--- src/rtl/psum_scratch_drain_if.sv ---
`default_nettype none
// ============================================================================
// Module      : psum_scratch_drain_if
// Description : Control, scratchpad-read and output-stream bundle for the
//               psum scratch drain. clr_* write-back signals exist only when
//               PSUM_DRAIN_CLR_EN is defined.
// Revision    : 1.0 - initial release
// ============================================================================
interface psum_scratch_drain_if #(
    parameter int ADDR_LEN      = 4,
    parameter int SCRATCH_WIDTH = 16
);
    // drain control
    logic                     start;
    logic [ADDR_LEN-1:0]      base_addr;
    logic [ADDR_LEN:0]        count;
    logic                     busy;
    logic                     done;
    // scratchpad read port
    logic [ADDR_LEN-1:0]      raddr;
    logic [SCRATCH_WIDTH-1:0] rdata;
    // downstream stream
    logic                     out_valid;
    logic                     out_ready;
    logic [SCRATCH_WIDTH-1:0] out_data;
    logic                     out_last;
`ifdef PSUM_DRAIN_CLR_EN
    // scratchpad write-back (zero after drain)
    logic                     clr_wen;
    logic [ADDR_LEN-1:0]      clr_waddr;
    logic [SCRATCH_WIDTH-1:0] clr_din;
`endif

    modport master (
`ifdef PSUM_DRAIN_CLR_EN
        output clr_wen, clr_waddr, clr_din,
`endif
        input  start, base_addr, count, rdata, out_ready,
        output busy, done, raddr, out_valid, out_data, out_last
    );

    modport slave (
`ifdef PSUM_DRAIN_CLR_EN
        input  clr_wen, clr_waddr, clr_din,
`endif
        output start, base_addr, count, rdata, out_ready,
        input  busy, done, raddr, out_valid, out_data, out_last
    );
endinterface
`default_nettype wire

--- src/rtl/psum_scratch_drain.sv ---
`default_nettype none
// ============================================================================
// Module      : psum_scratch_drain
// Description : Streams a wrap-around window of the psum scratchpad out on a
//               valid/ready port. Define PSUM_DRAIN_CLR_EN to zero each word
//               in the scratchpad as it is drained.
// Revision    : 1.0 - initial release
// ============================================================================
module psum_scratch_drain #(
    parameter int ADDR_LEN      = 4,
    parameter int SCRATCH_DEPTH = 16,
    parameter int SCRATCH_WIDTH = 16
) (
    input  wire logic           clk,
    input  wire logic           rst,
    psum_scratch_drain_if.master bus
);

    localparam logic [ADDR_LEN:0]   c_depth     = (ADDR_LEN+1)'(SCRATCH_DEPTH);
    localparam logic [ADDR_LEN:0]   c_cnt_one   = (ADDR_LEN+1)'(1);
    localparam logic [ADDR_LEN-1:0] c_ptr_one   = ADDR_LEN'(1);
    localparam logic [ADDR_LEN-1:0] c_last_addr = ADDR_LEN'(SCRATCH_DEPTH - 1);

    typedef enum logic [1:0] {
        ST_IDLE   = 2'd0,
        ST_STREAM = 2'd1,
        ST_FINISH = 2'd2
    } state_t;

    state_t                   r_state;
    state_t                   w_state_next;

    logic [ADDR_LEN-1:0]      r_ptr;
    logic [ADDR_LEN:0]        r_remaining;
    logic                     r_out_valid;
    logic [SCRATCH_WIDTH-1:0] r_out_data;
    logic                     r_out_last;

    logic [ADDR_LEN:0]        w_count_clamped;
    logic [ADDR_LEN-1:0]      w_ptr_next;
    logic                     w_load;
    logic                     w_accept;
    logic                     w_last_hs;
    logic                     w_launch;

    assign w_count_clamped = (bus.count > c_depth) ? c_depth : bus.count;
    assign w_ptr_next      = (r_ptr == c_last_addr) ? '0 : r_ptr + c_ptr_one;

    // Load whenever the output register is empty or being emptied this edge,
    // so a held-high out_ready yields one word per cycle.
    assign w_load    = (r_state == ST_STREAM) && (r_remaining != '0) &&
                       (!r_out_valid || bus.out_ready);
    assign w_accept  = r_out_valid && bus.out_ready;
    assign w_last_hs = w_accept && r_out_last;
    assign w_launch  = (r_state == ST_IDLE) && bus.start && (w_count_clamped != '0);

    // ------------------------------------------------------------------
    // State register
    // ------------------------------------------------------------------
    always_ff @(posedge clk or posedge rst) begin
        if (rst) begin
            r_state <= ST_IDLE;
        end else begin
            r_state <= w_state_next;
        end
    end

    // ------------------------------------------------------------------
    // Next-state logic
    // ------------------------------------------------------------------
    always_comb begin
        w_state_next = r_state;
        case (r_state)
            ST_IDLE: begin
                if (bus.start) begin
                    w_state_next = (w_count_clamped == '0) ? ST_FINISH : ST_STREAM;
                end
            end
            ST_STREAM: begin
                if (w_last_hs) begin
                    w_state_next = ST_FINISH;
                end
            end
            ST_FINISH: begin
                w_state_next = ST_IDLE;
            end
            default: begin
                w_state_next = ST_IDLE;
            end
        endcase
    end

    // ------------------------------------------------------------------
    // Window pointer and remaining-word counter
    // ------------------------------------------------------------------
    always_ff @(posedge clk or posedge rst) begin
        if (rst) begin
            r_ptr       <= '0;
            r_remaining <= '0;
        end else if (w_launch) begin
            r_ptr       <= bus.base_addr;
            r_remaining <= w_count_clamped;
        end else if (w_load) begin
            r_ptr       <= w_ptr_next;
            r_remaining <= r_remaining - c_cnt_one;
        end
    end

    // ------------------------------------------------------------------
    // Output register: loaded from the combinational scratch read, held
    // stable while stalled.
    // ------------------------------------------------------------------
    always_ff @(posedge clk or posedge rst) begin
        if (rst) begin
            r_out_valid <= 1'b0;
            r_out_data  <= '0;
            r_out_last  <= 1'b0;
        end else if (w_load) begin
            r_out_valid <= 1'b1;
            r_out_data  <= bus.rdata;
            r_out_last  <= (r_remaining == c_cnt_one);
        end else if (w_accept) begin
            r_out_valid <= 1'b0;
            r_out_last  <= 1'b0;
        end
    end

    assign bus.raddr     = r_ptr;
    assign bus.out_valid = r_out_valid;
    assign bus.out_data  = r_out_data;
    assign bus.out_last  = r_out_last;
    assign bus.busy      = (r_state != ST_IDLE);
    assign bus.done      = (r_state == ST_FINISH);

`ifdef PSUM_DRAIN_CLR_EN
    // Zero the word in the same cycle it is read; the scratch write lands on
    // the same edge that captures the old value into out_data.
    assign bus.clr_wen   = w_load;
    assign bus.clr_waddr = r_ptr;
    assign bus.clr_din   = '0;
`endif

endmodule
`default_nettype wire

--- src/flat_wrapper.sv ---
// flat-port wrapper written by rule: the top's interface ports become plain ports
module psum_scratch_drain_flat 
#(
    parameter int ADDR_LEN      = 4,
    parameter int SCRATCH_DEPTH = 16,
    parameter int SCRATCH_WIDTH = 16
)
  (clk, rst, bus_start, bus_base_addr, bus_count, bus_rdata, bus_out_ready, bus_busy, bus_done, bus_raddr, bus_out_valid, bus_out_data, bus_out_last);
  psum_scratch_drain_if #(.ADDR_LEN(ADDR_LEN), .SCRATCH_WIDTH(SCRATCH_WIDTH)) bus_i ();
  input  wire logic clk;
  input  wire logic rst;
  input wire logic [$bits(bus_i.start)-1:0] bus_start;
  input wire logic [$bits(bus_i.base_addr)-1:0] bus_base_addr;
  input wire logic [$bits(bus_i.count)-1:0] bus_count;
  input wire logic [$bits(bus_i.rdata)-1:0] bus_rdata;
  input wire logic [$bits(bus_i.out_ready)-1:0] bus_out_ready;
  output wire logic [$bits(bus_i.busy)-1:0] bus_busy;
  output wire logic [$bits(bus_i.done)-1:0] bus_done;
  output wire logic [$bits(bus_i.raddr)-1:0] bus_raddr;
  output wire logic [$bits(bus_i.out_valid)-1:0] bus_out_valid;
  output wire logic [$bits(bus_i.out_data)-1:0] bus_out_data;
  output wire logic [$bits(bus_i.out_last)-1:0] bus_out_last;
  assign bus_i.start = bus_start;
  assign bus_i.base_addr = bus_base_addr;
  assign bus_i.count = bus_count;
  assign bus_i.rdata = bus_rdata;
  assign bus_i.out_ready = bus_out_ready;
  assign bus_busy = bus_i.busy;
  assign bus_done = bus_i.done;
  assign bus_raddr = bus_i.raddr;
  assign bus_out_valid = bus_i.out_valid;
  assign bus_out_data = bus_i.out_data;
  assign bus_out_last = bus_i.out_last;
  psum_scratch_drain #(.ADDR_LEN(ADDR_LEN), .SCRATCH_DEPTH(SCRATCH_DEPTH), .SCRATCH_WIDTH(SCRATCH_WIDTH)) u_core (.clk(clk), .rst(rst), .bus(bus_i));
endmodule
--- config.mk ---
export PLATFORM = sky130hd
export DESIGN_NAME = psum_scratch_drain_flat
export DESIGN_NICKNAME = d
export VERILOG_FILES = /design/src/rtl/psum_scratch_drain_if.sv /design/src/rtl/psum_scratch_drain.sv /design/src/flat_wrapper.sv
export SDC_FILE = /design/constraint.sdc
export NUM_CORES = 1
export LEC_CHECK = 0
export CORE_UTILIZATION = 35
export CTS_BUF_LIST = sky130_fd_sc_hd__clkbuf_2
export DETAILED_ROUTE_END_ITERATION = 10
export PLACE_DENSITY = 0.66
export SETUP_SLACK_MARGIN = 0.05
export SYNTH_ARGS = -nofsm -noshare
export SYNTH_HDL_FRONTEND = slang
export SYNTH_SLANG_ARGS = --single-unit
--- constraint.sdc ---
create_clock -name clk -period 3.7 [get_ports clk]
set_input_delay 0.74 -clock clk [delete_from_list [all_inputs] [get_ports clk]]
set_output_delay 0.74 -clock clk [all_outputs]
set_load 0.01 [all_outputs]
# Yosys cells after proc, flatten, opt, wreduce, memory -nomap -nowiden

Index checks and enable logic that the tools add are counted.

Register bits after elaboration: 29
Logic and storage cells: 44
Input bits: 29
Output and inout bits: 24

Muxes and demuxes: 13
Add/sub/neg operators: 2
Reductions and logical operators: 16
Order comparisons: 1
Eq/ne operators: 6

Operators by type and width:

| operator                                                           | number |
|---|---|
| 5-bit 2-to-1 mux                                                   | 3 |
| 4-bit 2-to-1 mux                                                   | 3 |
| 5-bit nonzero test                                                 | 2 |
| 1-bit logical AND                                                  | 6 |
| 2-bit 2-to-1 mux                                                   | 3 |
| 2-bit nonzero test                                                 | 3 |
| 5-bit by 1-bit == test with 1-bit output, second input constant    | 1 |
| 5-bit > comparator, second input constant                          | 1 |
| 5-bit zero test                                                    | 1 |
| 5-bit by 1-bit subtractor with 5-bit output, second input constant | 1 |
| 4-bit by 1-bit adder with 4-bit output, second input constant      | 1 |
| 4-bit == test, second input constant                               | 1 |
| 2-bit case mux with 2 select lines                                 | 1 |
| 1-bit 2-to-1 mux                                                   | 3 |
| 2-bit by 1-bit == test with 1-bit output, second input constant    | 1 |
| 2-bit == test, second input constant                               | 1 |
| 2-bit zero test                                                    | 1 |
| 2-bit by 1-bit != test with 1-bit output, second input constant    | 1 |
| 2-bit != test, second input constant                               | 1 |
| 2-bit AND reduction                                                | 1 |
| 1-bit zero test                                                    | 1 |
| 1-bit logical OR                                                   | 1 |

# Longest topological paths before layout

Gate-level depths: netlist of run 1.

Depth after elaboration: 6
Mapped depth: 9
Depth with buffers taken out: 6

# Least setup slack after synthesis of run 1

Ideal clock, no wire load.

Path kind: input to register
From: input port bus_count[0]
To: register u_core.r_state[1]
Arrival: 2.052 ns
Slack: 1.571 ns
Stages on the path: 3
Buffers on the path: 0
Data required time: 3.623 ns
Setup time: 0.077 ns
Cell sequence: or4_1 > or4b_2 > a21oi_1

Cells in the longest elaborated chain, start to end: 6

Ends and longest elaborated chain:

| element                                | RTL line                 | source |
|---|---|---|
| start, declared                        | flat_wrapper.sv:14       | `input wire logic [$bits(bus_i.count)-1:0] bus_count;` |
| 5-bit > comparator                     | psum_scratch_drain.sv:46 | `assign w_count_clamped = (bus.count > c_depth) ? c_depth : bus.count;` |
| 5-bit 2-to-1 mux (*)                   | psum_scratch_drain.sv:46 |  |
| 5-bit zero test (*)                    | psum_scratch_drain.sv:76 | `w_state_next = (w_count_clamped == '0) ? ST_FINISH : ST_STREAM;` |
| 2-bit 2-to-1 mux (*)                   | psum_scratch_drain.sv:76 |  |
| 2-bit 2-to-1 mux (*)                   | psum_scratch_drain.sv:75 | `if (bus.start) begin` |
| 2-bit case mux with 2 select lines (*) | psum_scratch_drain.sv:73 | `case (r_state)` |
| end signal, assigned                   | psum_scratch_drain.sv:64 | `r_state <= w_state_next;` |
| end, declared                          | psum_scratch_drain.sv:30 | `state_t r_state;` |

Every way passes the cells marked *; elsewhere a longest branch is shown, timed or not. The select of a mux whose other input is x is not followed.
A chain may end at the register's enable or synchronous reset.

# Worst setup path in the final report of run 1

From: input port bus_count[0]
To: register u_core.r_remaining[4]

Cells in the longest elaborated chain, start to end: 5
Elaborated cells on any way between the ends: 6
Classes of those cells: 1 x order compare; 2 x mux; 3 x reduce/logical

Ends and longest elaborated chain:

| element                                                | RTL line                  | source |
|---|---|---|
| 5-bit > comparator                                     | psum_scratch_drain.sv:46  |  |
| 5-bit 2-to-1 mux (*)                                   | psum_scratch_drain.sv:46  |  |
| 5-bit nonzero test                                     | psum_scratch_drain.sv:55  | `assign w_launch = (r_state == ST_IDLE) && bus.start && (w_count_clamped != '0);` |
| 1-bit logical AND                                      | psum_scratch_drain.sv:55  |  |
| 5-bit 2-to-1 mux or 2-bit nonzero test (tied branches) | n/a                       |  |
| end signal, assigned                                   | psum_scratch_drain.sv:102 | `r_remaining <= w_count_clamped;` |
| end signal, assigned                                   | psum_scratch_drain.sv:105 | `r_remaining <= r_remaining - c_cnt_one;` |
| end, declared                                          | psum_scratch_drain.sv:34  | `logic [ADDR_LEN:0] r_remaining;` |

Every way passes the cells marked *; elsewhere a longest branch is shown, timed or not.

==> impl_metrics.ini, run 1 <==
[cts]
cts_setup_buffers = 0
clk_latency_ns = 0.35
tritoncts = yes
path_clk_slew_ns = 0.16
clockBufferDepth = 2
cts_resized = 0
clk_root_buffer_cell = clkbuf_2
cts_buffers = 5
hold_buffers = 0
htreeDepth = 2
cts_sinks = 29

[timing]
worst_slack_ns = 1.264
setup_tns_ns = 0
clock_skew_ns = 0.02160
setup_violations = 0
fin_crit_sh_pct = 65.84
rsz0062_at_grt = no
layout_min_cycle_time_ns = 2.436
slew_violations = 0
tightest_slew_ns = 1.083
relSlewSlack_pct = 27.69
hold_viol_final = 0
max_clock_freq_mhz = 410.5

[global_routing]
grt_max_degree = 30
gr-total-overflow = 0
grt_antenna_before_repair = 0
grt_use_total_pct = 17.37
grt_pass1_wl_mm = 5.623
grt_pass1_vias = 1272

[critical_path]
r2r_slack_ns = 1.42
path_cells = clkdlybuf4s50_1, or4_1, o211ai_2, a21oi_1, o22a_1
cp_slowest_cell = o211ai_2
rr_worst_depth = 6
arrival_ns = 2.70
cp-start-kind = input port
cp_slowest_stage_delay_ns = 0.60
required_ns = 3.97
cp_max_fo = 18
endpoint_kind = flop
r2r-end = u_core.bus.out_data[12]
setup.worst_path.class = in -> reg
timing.rr.start = u_core.r_remaining[0]

[job]
drv_cap = 0

[status]
status = finished, final reports clean

[worst_hold_path]
holdPathStages = 1
hold_path_end = u_core.r_state[1]
hold_path_class = reg -> reg
hp-start = u_core.r_state[1]

[place]
dp_slack_ns = 0.8716
place_hpwl_mm = 2.450
gp_congestion = 0.7315
portBuffers = 52

[synthesis]
synth-seq-cells = 29
ys_warn_count = 0
syn-instance-count = 123
avgSynthCellArea_um2 = 11.77
yosysSeqAreaShare_pct = 50.13
yosysUniqueCellTypes = 32
netlist_area_um2 = 1448
syn_nets = 156

[cells_and_area]
diodes = 0
num-nets-final = 211
syn_to_final_growth_pct = 41.57
final_common_cell = clkdlybuf4s50_1
drive_above_1_share_pct = 14.53
final_cell_mix = clkdlybuf4s50_1 (52), dfrtp_1 (29), mux2_4 (12), nand2_1 (12), a21oi_1 (10)

[detailed_routing]
dr.pass1.iters = 4
via_per_inst = 5.183
drtIter0Drc = 46
routedWlPerCell_um = 14.63
drtAntennaViolNets = 0
drc = 0
routed_wl_mm = 3.350
vias = 1187

[power]
p_leak_nw = 0.8945
total_power_mw = 1.686
powerDensity_nw_per_um2 = 822.7
ir_drop_uv = 311.0

[floorplan]
die_h_um = 66.31
core_um2 = 3971
start_util_pct = 36.45
die-area_um2 = 4397
rows = 23
ioPinCount = 53
die_x_um = 66.31
layer usage:
| metal | part of all wire (%) | up-vias | global-route usage (%) |
|---|---|---|---|
| met2 | 51 | 47 | 31.25 |
| li1 | - | 555 | - |
| met1 | 41 | 583 | 18.73 |
| met5 | 0 | - | 0 |
| met4 | 0.48 | 0 | 8.777 |
| met3 | 7.3 | 2 | 4.138 |
Yosys cell counts, drive strengths merged:
master | n | share of area (%)
or4 | 1 | 0.52
ha | 4 | 3.5
or4b | 2 | 1.4
mux2 | 16 | 16
nor4bb | 1 | 0.69
buf | 5 | 3.6
inv | 7 | 1.8
nand4b | 1 | 0.61
a31oi | 4 | 1.7
o22a | 1 | 0.61
o211ai | 3 | 1.9
nand2b | 1 | 0.43
o21ai | 2 | 0.69
nand2 | 12 | 3.1
dfrtp | 29 | 50
o41ai | 1 | 0.61
a21oi | 10 | 3.5
xor2 | 1 | 0.61
nor2b | 2 | 0.86
nand4 | 6 | 2.6
o311a | 1 | 0.69
xnor2 | 2 | 1.2
o21a | 1 | 0.52
o22ai | 1 | 0.43
and3 | 1 | 0.43
nand3 | 3 | 1.0
nor2 | 5 | 1.3
state kept, by name, summed over array words and instances, names as in the netlist:
name	count
u_core.bus.raddr	4
u_core.bus.out_data	16
u_core.r_state	2
u_core.bus.out_valid	1
u_core.bus.out_last	1
u_core.r_remaining	5
per-stage QoR:
stage | area, um2 | utilization (%) | std cells | hold WS [ns]
2_1_floorplan | 1448 | - | 123 | 0.4553
3_3_place_gp | 1986 | 50.00 | 221 | 0.4922
3_5_place_dp | 1986 | 50.00 | 221 | 0.4930
4_1_cts | 2049 | 51.61 | 229 | 0.5163
5_1_grt | 2049 | 51.61 | 229 | 0.5433
6_report | 2049 | 51.61 | 229 | 0.5117
report_power, final:
group,internal (mW),switching (mW)
Clock,0.115,0.106
Sequential,0.472,0.123
Combinational,0.504,0.365
Total,1.09,0.595
cell families (layout without fill, tap and decap cells):
| kind of cell | count (synthesis) | after routing | share of synthesized area, % |
|---|---|---|---|
| buffers and inverters | 12 | 68 | 5.445 |
| muxes | 16 | 16 | 15.56 |
| xor gates and xnor gates | 3 | 3 | 1.815 |
| and+or+nand+nor | 35 | 35 | 12.97 |
| adders and majority gates | 4 | 4 | 3.457 |
| DFF | 29 | 29 | 50.13 |
| AOI/OAI and AO/OA | 24 | 24 | 10.63 |
area by class of cell:
cell class | count | area (um2)
Clock buffer | 6 | 30.03
Clock inverter | 2 | 33.78
Fill cell | 370 | 1922
Inverter | 7 | 26.28
Multi-Input combinational cell | 82 | 643.1
Sequential cell | 29 | 725.7
Tap cell | 50 | 62.56
Timing Repair Buffer | 53 | 528.0
critical path: cells and delay by family:
family,cells,cell delay [ns]
compound gates,3,0.96
buf+inv,1,0.43
simple gates,1,0.57
worst max-delay path by stage:
stage | start | end | slack [ns] | cells after the start
after CTS | bus_count[0] | u_core.r_remaining[4] | 1.29 | 5
final | bus_count[0] | u_core.r_remaining[4] | 1.26 | 5
after global routing | bus_count[0] | u_core.bus.raddr[3] | 1.20 | 5
after detailed placement | bus_count[0] | u_core.r_remaining[4] | 0.87 | 5
after floorplan | bus_count[0] | u_core.r_state[1] | 1.57 | 3
after global placement | bus_count[0] | u_core.r_remaining[4] | 1.00 | 5
Note: power is estimated with default switching activity, not from simulation.
==> inputs of run 2 (changes only) <==
==> constraint.sdc (replaced) <==
create_clock -name clk -period 2.3 [get_ports clk]
set_input_delay 0.46 -clock clk [delete_from_list [all_inputs] [get_ports clk]]
set_output_delay 0.46 -clock clk [all_outputs]
set_load 0.01 [all_outputs]
==> run 2 against run 1 <==
Against the previous run:
- global-route usage down 2.6 points
- final cell count up 2.2%
- die area unchanged
- critical endpoint is now u_core.bus.out_data[1]
- critical path type is now reg -> reg
- via count down 0.34%
- clock power up 12%
- sequential share of layout area down 0.49 points
==> impl_metrics.ini, run 2 (synthesis gave the netlist of run 1 again) <==
[timing]
hold_slack_ns = 0.4509
tightest_slew_ns = 0.4307
rsz0062_at_grt = no
fin_crit_sh_pct = 91.38
setup_violations = 0
slew_violations = 0
relSlewSlack_pct = 71.23
clock_skew_ns = 0.01847
layout_min_cycle_time_ns = 2.102
hold_viol_final = 0
max_clock_freq_mhz = 475.8
worst_slack_ns = 0.1983

[global_routing]
grt_max_degree = 30
gr-total-overflow = 0
grt_use_total_pct = 14.74
grt_antenna_before_repair = 0
grt_pass1_wl_mm = 4.740
grt_pass1_vias = 1117

[detailed_routing]
vias = 1183
drtAntennaViolNets = 0
drtIter0Drc = 41
routedWlPerCell_um = 13.57
dr.pass1.iters = 4
routed_wl_mm = 3.176
drc = 0
via_per_inst = 5.056

[cells_and_area]
multiInputGateArea_um2 = 643.1
final_cell_mix = clkdlybuf4s50_1 (52), dfrtp_1 (29), mux2_4 (12), nand2_1 (12), a21oi_1 (10)
final_common_cell = clkdlybuf4s50_1
regArea_um2 = 725.7
diodes = 0
largest_reg_flops = 16
stdcell_area_um2 = 2078
drive_above_1_share_pct = 17.39
fin_cells = 234
fillers = 356
num-nets-final = 216
syn_to_final_growth_pct = 43.56

[place]
gp_congestion = 0.7329
place_hpwl_mm = 2.374
dp_slack_ns = -0.02980
dpl_cell_area_um2 = 2036
dp_cells = 226
portBuffers = 52

[cts]
clk_latency_ns = 0.35
cts_resized = 0
hold_buffers = 0
tritoncts = yes
cts_sinks = 29
htreeDepth = 2
clk_root_buffer_cell = clkbuf_2
cts_buffers = 5
clockBufferDepth = 2
cts_setup_buffers = 0
path_clk_slew_ns = 0.16

[critical_path]
rr_worst_depth = 6
critPathBufInv = 2
cp_slowest_cell = or4b_1
cp_slowest_stage_delay_ns = 0.56
path_cells = inv_1, ha_1, or4b_1, and3_1, buf_12, mux2_4
setup.worst_path.class = reg -> reg
required_ns = 2.55
endpoint_kind = flop
cp_max_fo = 20
arrival_ns = 2.35
cp_top_family = simple AND/OR/NAND/NOR gates
cp-start-kind = flop
crit_cells = 6

[job]
drv_cap = 0

[floorplan]
die-area_um2 = 4397
die_x_um = 66.31
start_util_pct = 36.45
ioPinCount = 53
die_h_um = 66.31
rows = 23
core_um2 = 3971

[worst_hold_path]
hold_path_class = in -> async

[power]
p_leak_nw = 0.9099
ir_drop_uv = 531.1
powerDensity_nw_per_um2 = 1276

[status]
status = finished, final reports clean
-- run 2: changes by cell type in the layout (fill, tap and decap cells not counted), sizes merged --
cell	change
buf	+5
bufinv	-1
clkbuf	-1
clkinv	+1
clkinvlp	+1
-- run 2: metrics by stage --
| stage | setup TNS, ns | util [%] | power (mW) |
|---|---|---|---|
| 2_1_floorplan | 0 | - | 1.818 |
| 3_3_place_gp | 0 | 51.26 | 2.373 |
| 3_5_place_dp | -0.02980 | 51.26 | 2.424 |
| 4_1_cts | 0 | 52.33 | 2.681 |
| 5_1_grt | 0 | 52.33 | 2.855 |
| 6_report | 0 | 52.33 | 2.653 |
-- run 2: worst reg2reg max path: stages (launching register included) --
cell and delay, ns:
dfrtp_1 0.43, inv_1 0.14, ha_1 0.17, or4b_1 0.56
and3_1 0.24, buf_12 0.17, mux2_4 0.31
-- run 2: final cells by class --
type / count / area share [%]
multi-input combinational: 82 / 30.95
inverter: 7 / 1.264
timing repair buffer: 58 / 27.81
clock buffer: 5 / 1.204
clock inverter: 3 / 0.8429
sequential: 29 / 34.92
tap: 50 / 3.010
-- run 2: report_power, final --
group,total [mW],leakage [nW],switching [mW],internal (mW)
Clock,0.249,0.0287,0.178,0.0710
Combinational,1.45,0.541,0.591,0.861
Sequential,0.951,0.340,0.192,0.758
-- run 2: worst paths after layout --
| path | from | to | slack [ns] |
|---|---|---|---|
| hold / removal | rst | u_core.bus.out_data[10] | 0.45 |
| min in group clk | u_core.r_state[1] | u_core.r_state[1] | 0.51 |
| hold reg to reg | u_core.r_state[1] | u_core.r_state[1] | 0.51 |
| setup / recovery | u_core.r_remaining[1] | u_core.bus.out_data[1] | 0.20 |
| setup reg to reg | u_core.r_remaining[1] | u_core.bus.out_data[1] | 0.20 |
| max in group asynchronous | rst | u_core.r_remaining[2] | 1.58 |
-- run 2: layer usage --
metal | up-vias | share of wire [%] | global-route usage, %
met5 | - | 0 | 0
met4 | 0 | 1.1 | 4.787
met3 | 6 | 9.3 | 5.862
met2 | 60 | 48 | 26.15
met1 | 553 | 41 | 15.84
li1 | 564 | - | -
==> inputs of run 3 (changes only) <==
--- a/config.mk
+++ b/config.mk
@@ -5,10 +5,13 @@
 export SDC_FILE = /design/constraint.sdc
 export NUM_CORES = 1
 export LEC_CHECK = 0
-export CORE_UTILIZATION = 35
+export ABC_AREA = 1
+export CELL_PAD_IN_SITES_DETAIL_PLACEMENT = 0
+export CELL_PAD_IN_SITES_GLOBAL_PLACEMENT = 1
+export CORE_UTILIZATION = 33
 export CTS_BUF_LIST = sky130_fd_sc_hd__clkbuf_2
 export DETAILED_ROUTE_END_ITERATION = 10
-export PLACE_DENSITY = 0.66
+export PLACE_DENSITY = 0.83
 export SETUP_SLACK_MARGIN = 0.05
 export SYNTH_ARGS = -nofsm -noshare
 export SYNTH_HDL_FRONTEND = slang
==> run 3 against run 2 <==
Against the previous run:
- largest cell class unchanged
- synthesized area increased by 6.0%
- highest routed layer unchanged
- sequential power rose by 2%
- first-iteration DRC count is 4.9% lower
- cell area is 3.8% higher
- count of clock-buffer cells in the layout up 1
==> impl_metrics.ini, run 3 <==
[synthesis]
synth_compound_area_share_pct = 1.713
yosysSeqAreaShare_pct = 47.31
synth_mux_area_share_pct = 0
synthAdderAreaFrac_pct = 3.263
synth-simple-area-share_pct = 39.56
synthFlopType = dfrtp_1
yosysUniqueCellTypes = 21
yosys-top-cells-count = nand2_1 (89), dfrtp_1 (29), nand3_1 (19)
yosys.area.top_type = dfrtp_1
synth_area_leaders = dfrtp_1 (47%), nand2_1 (22%), nand3_1 (6.2%)
netlist_area_um2 = 1534
syn_nets = 228
synth-seq-cells = 29
async_flop_share_pct = 100.0
synth_top_area_share_pct = 47.31
synth_edf_count = 0
avgSynthCellArea_um2 = 7.867
syn-instance-count = 195
synth_top_family_by_area = simple AND/OR/NAND/NOR gates
synth_most_common_cell = nand2_1
ys_warn_count = 0
synth_xor_area_share_pct = 0.5710

[critical_path]
timing.rr.start = u_core.r_remaining[0]
path_cells = inv_2, nand2_2, clkdlybuf4s50_1
required_ns = 1.84
cp_max_fo = 3
r2r_slack_ns = 0.60
cp-start-kind = flop
cp_slowest_cell = clkdlybuf4s50_1
arrival_ns = 1.49
cp_slowest_stage_delay_ns = 0.54
setup.worst_path.class = reg -> out
endpoint_kind = primary output
critPathLaunch = u_core.r_state[1]

[global_routing]
grt_max_degree = 30
gr-total-overflow = 0
grt_antenna_before_repair = 0
grt_pass1_vias = 1334
grt_pass1_wl_mm = 6.065
grt_use_total_pct = 16.03

[place]
place_hpwl_mm = 2.569
dp_slack_ns = 0.3107
gp_congestion = 0.7825
portBuffers = 52

[cells_and_area]
drive_above_1_share_pct = 10.67
final_common_cell = nand2_1
largest_reg_flops = 16
final_cell_mix = nand2_1 (89), clkdlybuf4s50_1 (52), dfrtp_1 (29)
diodes = 0
syn_to_final_growth_pct = 40.62
num-nets-final = 285

[timing]
worst_slack_ns = 0.3478
clock_skew_ns = 0.006187
slew_violations = 0
fin_crit_sh_pct = 84.88
hold_viol_final = 0
setup_violations = 0
relSlewSlack_pct = 75.20
hold_slack_ns = 0.4558
layout_min_cycle_time_ns = 1.952
max_clock_freq_mhz = 512.3
setup_tns_ns = 0
rsz0062_at_grt = no
tightest_slew_ns = 0.3720

[detailed_routing]
vias = 1369
routedWlPerCell_um = 11.71
routed_wl_mm = 3.572
drtIter0Drc = 39
drc = 0
dr.pass1.iters = 4
via_per_inst = 4.489
drtAntennaViolNets = 0

[cts]
tritoncts = yes
clk_root_buffer_cell = clkbuf_2
cts_setup_buffers = 0
clk_latency_ns = 0.36
htreeDepth = 2
hold_buffers = 0
clockBufferDepth = 2
cts_resized = 0
cts_sinks = 29
path_clk_slew_ns = 0.15
cts_buffers = 5

[floorplan]
ioPinCount = 53
core_um2 = 4414
die_x_um = 70.18
die-area_um2 = 4925
die_h_um = 70.18
start_util_pct = 34.75
rows = 24

[power]
p_sw_mw = 1.262
pwr-share-seq_pct = 32.8
ir_drop_uv = 491.8
p_leak_nw = 1.111
cellInternalPower_mw = 1.699
p_sw_share_pct = 42.61
pwr-share-clk_pct = 12.3
powerDensity_nw_per_um2 = 1373
comb_power_share_pct = 54.9

[status]
status = finished, final reports clean

[job]
drv_cap = 0

[worst_hold_path]
hold_path_class = in -> async
-- run 3: cell families (layout without fill, tap and decap cells) --
family	after synthesis	in the layout
AOI/OAI and AO/OA	4	4
adders and majority gates	4	4
buffers and inverters	24	82
DFF	29	29
and+or+nand+nor	133	133
xor gates and xnor gates	1	1
-- run 3: final timing paths --
kind | to | depth (start not counted)
min | u_core.r_remaining[3] | 3
max | bus_busy | 3
max in group asynchronous | u_core.r_remaining[1] | 3
min reg2reg | u_core.bus.out_data[3] | 2
max reg2reg | u_core.r_remaining[0] | 10
min in group clk | u_core.bus.out_data[3] | 2
-- run 3: cell type report --
| cell class | count | area (um2) |
|---|---|---|
| Fill cell | 454 | 2257 |
| Sequential cell | 29 | 725.7 |
| Multi-Input combinational cell | 142 | 691.9 |
| Timing Repair Buffer | 54 | 535.5 |
| Inverter | 20 | 75.07 |
| Tap cell | 52 | 65.06 |
| Clock inverter | 2 | 33.78 |
| Clock buffer | 6 | 30.03 |
-- run 3: power by group through the flow --
stage | Sequential [mW] | Combinational [mW] | Clock [mW]
2_1_floorplan | 1.03 | 0.987 | 0
3_3_place_gp | 0.981 | 1.62 | 0
3_5_place_dp | 0.979 | 1.65 | 0
4_1_cts | 0.970 | 1.65 | 0.382
5_1_grt | 1.01 | 1.83 | 0.403
6_report | 0.971 | 1.63 | 0.365
-- run 3: critical path, delay by kind of cell (launching register included) --
| family | cells | cell delay, ns |
|---|---|---|
| buffers and inverters | 2 | 0.60 |
| and+or+nand+nor | 1 | 0.09 |
| DFF | 1 | 0.45 |
-- run 3: per-layer routing --
layer | track usage (%) | vias up | routed length [um]
met5 | 0 | - | 0
li1 | - | 722 | -
met2 | 24.89 | 41 | 1611
met3 | 5.483 | 5 | 197
met1 | 20.61 | 601 | 1710
met4 | 6.000 | 0 | 53
-- run 3: through the flow --
step / utilization, % / area [um2] / total power [mW] / cells
3_5_place_dp: 47.42 / 2093 / 2.625 / 297
2_1_floorplan: - / 1534 / 2.019 / 195
5_1_grt: 48.87 / 2157 / 3.236 / 305
6_report: 48.87 / 2157 / 2.961 / 305
3_3_place_gp: 47.42 / 2093 / 2.600 / 297
4_1_cts: 48.87 / 2157 / 3.006 / 305
